<file path="config.mk">
export PLATFORM = sky130hd
export DESIGN_NAME = text_console
export DESIGN_NICKNAME = d
export VERILOG_FILES = /design/src/rtl/text_console.sv
export SDC_FILE = /design/constraint.sdc
export NUM_CORES = 1
export LEC_CHECK = 0
export ABC_AREA = 1
export BUFFER_PORTS_ARGS = -buffer_cell sky130_fd_sc_hd__buf_2
export CAP_MARGIN = 20
export CORE_MARGIN = 2
export CORE_UTILIZATION = 56
export DETAILED_ROUTE_END_ITERATION = 16
export MAX_ROUTING_LAYER = met4
export PLACE_DENSITY = 0.84
export SLEW_MARGIN = 20
export SYNTH_ARGS = -nofsm -noshare
export SYNTH_HDL_FRONTEND = slang
export SYNTH_SLANG_ARGS = --single-unit
export TNS_END_PERCENT = 10
</file>
<file path="constraint.sdc">
create_clock -name clk -period 3.4 [get_ports clk]
set_input_delay 0 -clock clk [delete_from_list [all_inputs] [get_ports clk]]
set_output_delay 0 -clock clk [all_outputs]
set_load 0.05 [all_outputs]
</file>
<file path="src/rtl/text_console.sv">
// Character-stream front end: turns ASCII bytes into cell writes, screen clears and
// one-row scrolls on the video card's STB/WE/ADDR/DAT/ACK port, tracking an 80x30 cursor.
module text_console #(
  parameter logic [7:0] ATTR = 8'h00,
  parameter int         COLS = 80,
  parameter int         ROWS = 30
) (
  input  logic        clk,
  input  logic        reset,
  input  logic [7:0]  char_in,
  input  logic        char_valid,
  output logic        char_ready,
  output logic        STB,
  output logic        WE,
  output logic [31:0] ADDR,
  output logic [31:0] DAT_O,
  input  logic [31:0] DAT_I,
  input  logic        ACK,
  output logic [6:0]  cursor_x,
  output logic [4:0]  cursor_y
);

  localparam logic [11:0] ROW_CELLS = 12'(COLS);
  localparam logic [11:0] LAST_CELL = 12'(COLS * ROWS - 1);
  localparam logic [11:0] LAST_ROW  = 12'(COLS * ROWS - COLS);
  localparam logic [6:0]  X_MAX     = 7'(COLS - 1);
  localparam logic [4:0]  Y_MAX     = 5'(ROWS - 1);
  localparam logic [15:0] BLANK     = {ATTR, 8'h20};

  typedef enum logic [2:0] {
    S_IDLE, S_PUT, S_SCR_RD, S_SCR_WR, S_SCR_CLR, S_CLR
  } state_t;

  // PH_START waits for ACK low before the first strobe of an operation, so a
  // stale ACK left over from an abandoned cycle is never taken as an answer.
  typedef enum logic [1:0] {
    PH_START, PH_STB, PH_GAP
  } phase_t;

  state_t      state_q, state_d;
  phase_t      phase_q, phase_d;
  logic [11:0] idx_q, idx_d;
  logic [15:0] rd_q, rd_d;
  logic [6:0]  cx_q, cx_d, nx_q, nx_d;
  logic [4:0]  cy_q, cy_d, ny_q, ny_d;
  logic        scr_pend_q, scr_pend_d;
  logic        stb_q, stb_d;
  logic        we_q, we_d;
  logic [11:0] addr_q, addr_d;
  logic [15:0] dat_q, dat_d;
  logic        ready_q, ready_d;

  logic        launch;
  logic        finish;
  logic [11:0] pos;

  logic unused_dat_hi;
  assign unused_dat_hi = ^DAT_I[31:16];

  function automatic logic [11:0] cell_addr(input logic [4:0] y, input logic [6:0] x);
    return ({7'd0, y} * ROW_CELLS) + {5'd0, x};
  endfunction

  always_comb begin
    state_d    = state_q;
    phase_d    = phase_q;
    idx_d      = idx_q;
    rd_d       = rd_q;
    cx_d       = cx_q;
    cy_d       = cy_q;
    nx_d       = nx_q;
    ny_d       = ny_q;
    scr_pend_d = scr_pend_q;
    stb_d      = stb_q;
    we_d       = we_q;
    addr_d     = addr_q;
    dat_d      = dat_q;
    launch     = 1'b0;
    finish     = 1'b0;
    pos        = cell_addr(cy_q, cx_q);

    if (state_q == S_IDLE) begin
      if (char_valid) begin
        if (char_in >= 8'h20 && char_in <= 8'h7E) begin
          state_d    = S_PUT;
          phase_d    = PH_START;
          we_d       = 1'b1;
          addr_d     = pos;
          dat_d      = {ATTR, char_in};
          scr_pend_d = 1'b0;
          ny_d       = cy_q;
          if (cx_q == X_MAX) begin
            nx_d = 7'd0;
            if (cy_q == Y_MAX) scr_pend_d = 1'b1;
            else               ny_d = cy_q + 5'd1;
          end else begin
            nx_d = cx_q + 7'd1;
          end
        end else begin
          case (char_in)
            8'h0A: begin
              if (cy_q == Y_MAX) begin
                state_d = S_SCR_RD;
                phase_d = PH_START;
                idx_d   = ROW_CELLS;
                nx_d    = 7'd0;
                ny_d    = Y_MAX;
              end else begin
                cx_d = 7'd0;
                cy_d = cy_q + 5'd1;
              end
            end
            8'h0D: cx_d = 7'd0;
            8'h08: begin
              if (cx_q != 7'd0) begin
                state_d    = S_PUT;
                phase_d    = PH_START;
                we_d       = 1'b1;
                addr_d     = pos - 12'd1;
                dat_d      = BLANK;
                nx_d       = cx_q - 7'd1;
                ny_d       = cy_q;
                scr_pend_d = 1'b0;
              end
            end
            8'h0C: begin
              state_d = S_CLR;
              phase_d = PH_START;
              idx_d   = 12'd0;
              nx_d    = 7'd0;
              ny_d    = 5'd0;
            end
            default: ;
          endcase
        end
      end
    end else begin
      case (phase_q)
        PH_START: if (!ACK) launch = 1'b1;
        PH_STB: begin
          if (ACK) begin
            stb_d   = 1'b0;
            phase_d = PH_GAP;
            if (!we_q) rd_d = DAT_I[15:0];
          end
        end
        PH_GAP: begin
          if (!ACK) begin
            case (state_q)
              S_PUT: begin
                if (scr_pend_q) begin
                  state_d = S_SCR_RD;
                  idx_d   = ROW_CELLS;
                  launch  = 1'b1;
                end else begin
                  finish = 1'b1;
                end
              end
              S_SCR_RD: begin
                state_d = S_SCR_WR;
                launch  = 1'b1;
              end
              S_SCR_WR: begin
                if (idx_q == LAST_CELL) begin
                  state_d = S_SCR_CLR;
                  idx_d   = LAST_ROW;
                end else begin
                  state_d = S_SCR_RD;
                  idx_d   = idx_q + 12'd1;
                end
                launch = 1'b1;
              end
              S_SCR_CLR, S_CLR: begin
                if (idx_q == LAST_CELL) begin
                  finish = 1'b1;
                end else begin
                  idx_d  = idx_q + 12'd1;
                  launch = 1'b1;
                end
              end
              default: finish = 1'b1;
            endcase
          end
        end
        default: phase_d = PH_START;
      endcase
    end

    // Bus fields are registered together with the strobe so they stay stable for the cycle.
    if (launch) begin
      stb_d   = 1'b1;
      phase_d = PH_STB;
      case (state_d)
        S_PUT:    we_d = 1'b1;
        S_SCR_RD: begin
          we_d   = 1'b0;
          addr_d = idx_d;
        end
        S_SCR_WR: begin
          we_d   = 1'b1;
          addr_d = idx_d - ROW_CELLS;
          dat_d  = rd_d;
        end
        default: begin
          we_d   = 1'b1;
          addr_d = idx_d;
          dat_d  = BLANK;
        end
      endcase
    end

    if (finish) begin
      state_d = S_IDLE;
      phase_d = PH_START;
      cx_d    = nx_q;
      cy_d    = ny_q;
    end

    ready_d = (state_d == S_IDLE);
  end

  always_ff @(posedge clk) begin
    if (reset) begin
      state_q    <= S_IDLE;
      phase_q    <= PH_START;
      idx_q      <= 12'd0;
      rd_q       <= 16'd0;
      cx_q       <= 7'd0;
      cy_q       <= 5'd0;
      nx_q       <= 7'd0;
      ny_q       <= 5'd0;
      scr_pend_q <= 1'b0;
      stb_q      <= 1'b0;
      we_q       <= 1'b0;
      addr_q     <= 12'd0;
      dat_q      <= 16'd0;
      ready_q    <= 1'b1;
    end else begin
      state_q    <= state_d;
      phase_q    <= phase_d;
      idx_q      <= idx_d;
      rd_q       <= rd_d;
      cx_q       <= cx_d;
      cy_q       <= cy_d;
      nx_q       <= nx_d;
      ny_q       <= ny_d;
      scr_pend_q <= scr_pend_d;
      stb_q      <= stb_d;
      we_q       <= we_d;
      addr_q     <= addr_d;
      dat_q      <= dat_d;
      ready_q    <= ready_d;
    end
  end

  assign char_ready = ready_q;
  assign STB        = stb_q;
  assign WE         = we_q;
  assign ADDR       = {20'd0, addr_q};
  assign DAT_O      = {16'd0, dat_q};
  assign cursor_x   = cx_q;
  assign cursor_y   = cy_q;

endmodule

</file>
==> flow_metrics.env <==
export IMPL_die_w_um=110
export IMPL_worstPathRequired_ns=3.72
export IMPL_ys_flop_type="dfxtp_1"
export IMPL_cp_top_family="simple AND/OR/NAND/NOR gates"
export IMPL_reg2reg_from="idx_q[1]$_SDFF_PP0_"
export IMPL_status="completed"
export IMPL_grt_first_pass_wirelength_um=28500
export IMPL_viasPerCell=5.55
export IMPL_cts_clk_slew_worst_paths_ns=0.10
export IMPL_yosysMostFrequentCell="nand2_1"
export IMPL_placementRows=38
export IMPL_ys_ff_latch=89
export IMPL_worst_pin_slew_ns=0.626
export IMPL_ctsResizeCount=0
export IMPL_worstPathCellList="ha_1 > nand2_2 > nor2_4 > inv_1 > nand2_1 > nand2_1 > nand2_1 > nand2_1 > o21ai_0 > nand2_1 > inv_1 > ha_1 > inv_1 > nand2_1 > nand3_1 > nor2_1 > nand2_1 > nand2_1 > nand2_1 > a21oi_2"
export IMPL_period_minus_slack_ns=2.89
export IMPL_rsz0062_at_grt="no"
export IMPL_tns_ns=0
export IMPL_grt_overflow_total=0
export IMPL_area_growth_pct=12.9
export IMPL_postSynthCellCount=934
export IMPL_cts_hold_buf=22
export IMPL_clkLatencyLatePin_ns=0.39
export IMPL_wl_per_cell_um=15.1
export IMPL_crit_fanout=6
export IMPL_slew_headroom_pct=58.1
export IMPL_port_buffers=70
export IMPL_diodes=0
export IMPL_worstSetupEndpointType="register"
export IMPL_final_period_utilization_pct=85.0
export IMPL_drive_gt1_share_pct=17.4
export IMPL_cts_root_buf="clkbuf_8"
export IMPL_skew_ns=0.0168
export IMPL_worst_hold_path_type="primary input to register"
export IMPL_hold_viol_final=0
export IMPL_nNetsFinal=1088
export IMPL_cts_sinks=89
export IMPL_ir_drop_mv=0.307
export IMPL_cp_slowest_cell="dfxtp_1"
export IMPL_power_total_w=0.00263
export IMPL_rr_endpoint="addr_q[10]$_SDFF_PP0_"
export IMPL_synth_edff_count=0
export IMPL_antenna_found_initial=0
export IMPL_setup_viol=0
export IMPL_die_y_um=110
export IMPL_grt_max_degree=37
export IMPL_htree_levels=3
export IMPL_synthArstFlopShare_pct=0
export IMPL_cp_common_cell="nand2_1"
export IMPL_fp_dieArea_mm2=0.0120
export IMPL_timing_hold_ws_ns=0.0139
export IMPL_syn_avg_cell_area_um2=6.70
export IMPL_critical_path_startpoint_type="register"
export IMPL_io_pins=123
export IMPL_yosys_warnings=0
export IMPL_synth_top_cells_by_area="dfxtp_1 (28%), nand2_1 (13%), nor2_1 (6.1%), inv_1 (5.3%), o21ai_0 (4.6%)"
export IMPL_synth_commonest_cells="nand2_1 (222), nor2_1 (102), dfxtp_1 (89), inv_1 (89), o21ai_0 (57)"
export IMPL_drt_pass1_iterations=5
export IMPL_hp_start="char_in[6]"
export IMPL_syn_area_mm2=0.00626
export IMPL_crit_path_max_incr_delay_ns=0.48
export IMPL_yosysTopAreaCell="dfxtp_1"
export IMPL_drv_cap=0
export IMPL_hold_path_endpoint="dat_q[5]$_SDFF_PP0_"
export IMPL_crit_type="register to register"
export IMPL_coreArea_mm2=0.0109
export IMPL_drc=0
export IMPL_p_leak_nw=3.35
export IMPL_reg2reg_depth=20
export IMPL_gp_congestion=1.01
export IMPL_powerDensity_mw_per_mm2=373
export IMPL_synth_cell_type_count=56
export IMPL_vias=6483
export IMPL_grt_pass1_vias=5810
export IMPL_design_area_mm2=0.00706
export IMPL_fmax_mhz=346
export IMPL_final_antenna_net_count=0
export IMPL_cts_tree="built"
export IMPL_yosysSeqAreaShare_pct=28.5
export IMPL_crit_arrival_ns=3.21
export IMPL_synth_top_cell_area_share_pct=28.5
export IMPL_numCtsBuffers=9
export IMPL_clk_path_buf_depth=2
export IMPL_rrSetupSlack_ns=0.51
export IMPL_cts_setup_buffers=0
export IMPL_critPathBufInv=3
export IMPL_place_hpwl_um=12800
export IMPL_drtIter0Drc=549
export IMPL_grt_usage_pct=31.1
export IMPL_hold_depth=4
export IMPL_drv_slew=0
export IMPL_start_util_pct=57.5
export IMPL_routed_wl_um=17600
export IMPL_filler_cell_count=925
export IMPL_place_area_mm2=0.00660
-- per-stage QoR --
stage          setup slack [ns]  std cells  utilization (%)
6_report                  0.509       1169             64.9
5_1_grt                   0.164       1169             64.9
4_1_cts                   0.567       1169             64.9
3_5_place_dp              0.605       1131             60.6
3_3_place_gp              0.627       1131             60.6
2_1_floorplan             0.441        969                -
-- routing by layer --
layer,up-vias,share of wire (%),track usage [%]
met5,-,0,-
met3,34,8.0,4.98
met1,2975,45,42.7
met4,0,1.9,10.2
li1,3169,-,-
met2,305,45,46.8
-- placed cells by master (no fill, tap or decap), types with 3 or more instances in the layout --
cell	n
a21oi_1	39
a21oi_2	5
a22o_1	3
a22oi_1	6
a31oi_1	16
buf_2	70
buf_4	15
bufinv_16	3
clkbuf_8	9
conb_1	36
dfxtp_1	89
dlygate4sd3_1	22
ha_1	18
inv_1	89
inv_2	18
inv_6	3
nand2_1	222
nand2_2	18
nand3_1	51
nand3_2	4
nand3_4	3
nand4_1	9
nor2_1	102
nor2_2	5
nor2_4	8
nor3_1	10
o2111ai_1	3
o211ai_1	8
o21ai_0	57
o21ai_1	23
o21ai_4	3
o22ai_1	8
or2_2	3
xnor2_1	3
xor2_1	16
-- where the power goes --
group          internal (W)  leakage [nW]  total, W  switching (W)
logic              0.000147          2.50  0.000578       0.000431
clock network      0.000495         0.125  0.000926       0.000431
registers           0.00109         0.722   0.00113      0.0000386
total               0.00173          3.35   0.00263       0.000901
-- cell type report --
cell class	instances	area, µm²	area share [%]
multi-input cells	709	3770	53.4
flip-flops and latches	89	1780	25.2
repair buffers	107	683	9.67
inverters	108	405	5.74
well taps	140	175	2.48
clock buffers	9	124	1.75
clock inverters	7	121	1.72
-- worst min-delay path, delay by kind of cell --
family,cells,cell delay (ns)
buffers and inverters,1,0.13
and+or+nand+nor,1,0.06
AOI/OAI and AO/OA,2,0.15
-- worst max path at each step --
stage	depth (start not counted)	endpoint	startpoint
6_report	20	addr_q[10]$_SDFF_PP0_	idx_q[1]$_SDFF_PP0_
5_1_grt	14	addr_q[11]$_SDFF_PP0_	cursor_y[0]$_SDFFE_PP0P_
4_1_cts	15	addr_q[11]$_SDFF_PP0_	cursor_y[0]$_SDFFE_PP0P_
3_5_place_dp	13	addr_q[11]$_SDFF_PP0_	cursor_y[2]$_SDFFE_PP0P_
3_3_place_gp	14	addr_q[11]$_SDFF_PP0_	cursor_y[0]$_SDFFE_PP0P_
2_1_floorplan	14	addr_q[11]$_SDFF_PP0_	cursor_y[3]$_SDFFE_PP0P_
-- sequential cells by signal, indices dropped and copies added, names as in the netlist --
name / cells
STB: 1
WE: 1
addr_q: 12
char_ready: 1
cursor_x: 7
cursor_y: 5
dat_q: 16
idx_q: 12
nx_q: 7
ny_q: 5
phase_q: 2
rd_q: 16
scr_pend_q: 1
state_q: 3
-- cells by family after synthesis --
group,after synthesis,share of synthesized area [%]
adder cells (fa/ha/maj),20,4.24
flip-flops,89,28.5
buffers and inverters,171,13.4
XOR/XNOR,19,2.66
AO/OA/AOI/OAI,186,18.2
AND/OR/NAND/NOR,448,33.1
other,1,0.0599
Power figures use the tool's default switching activity.
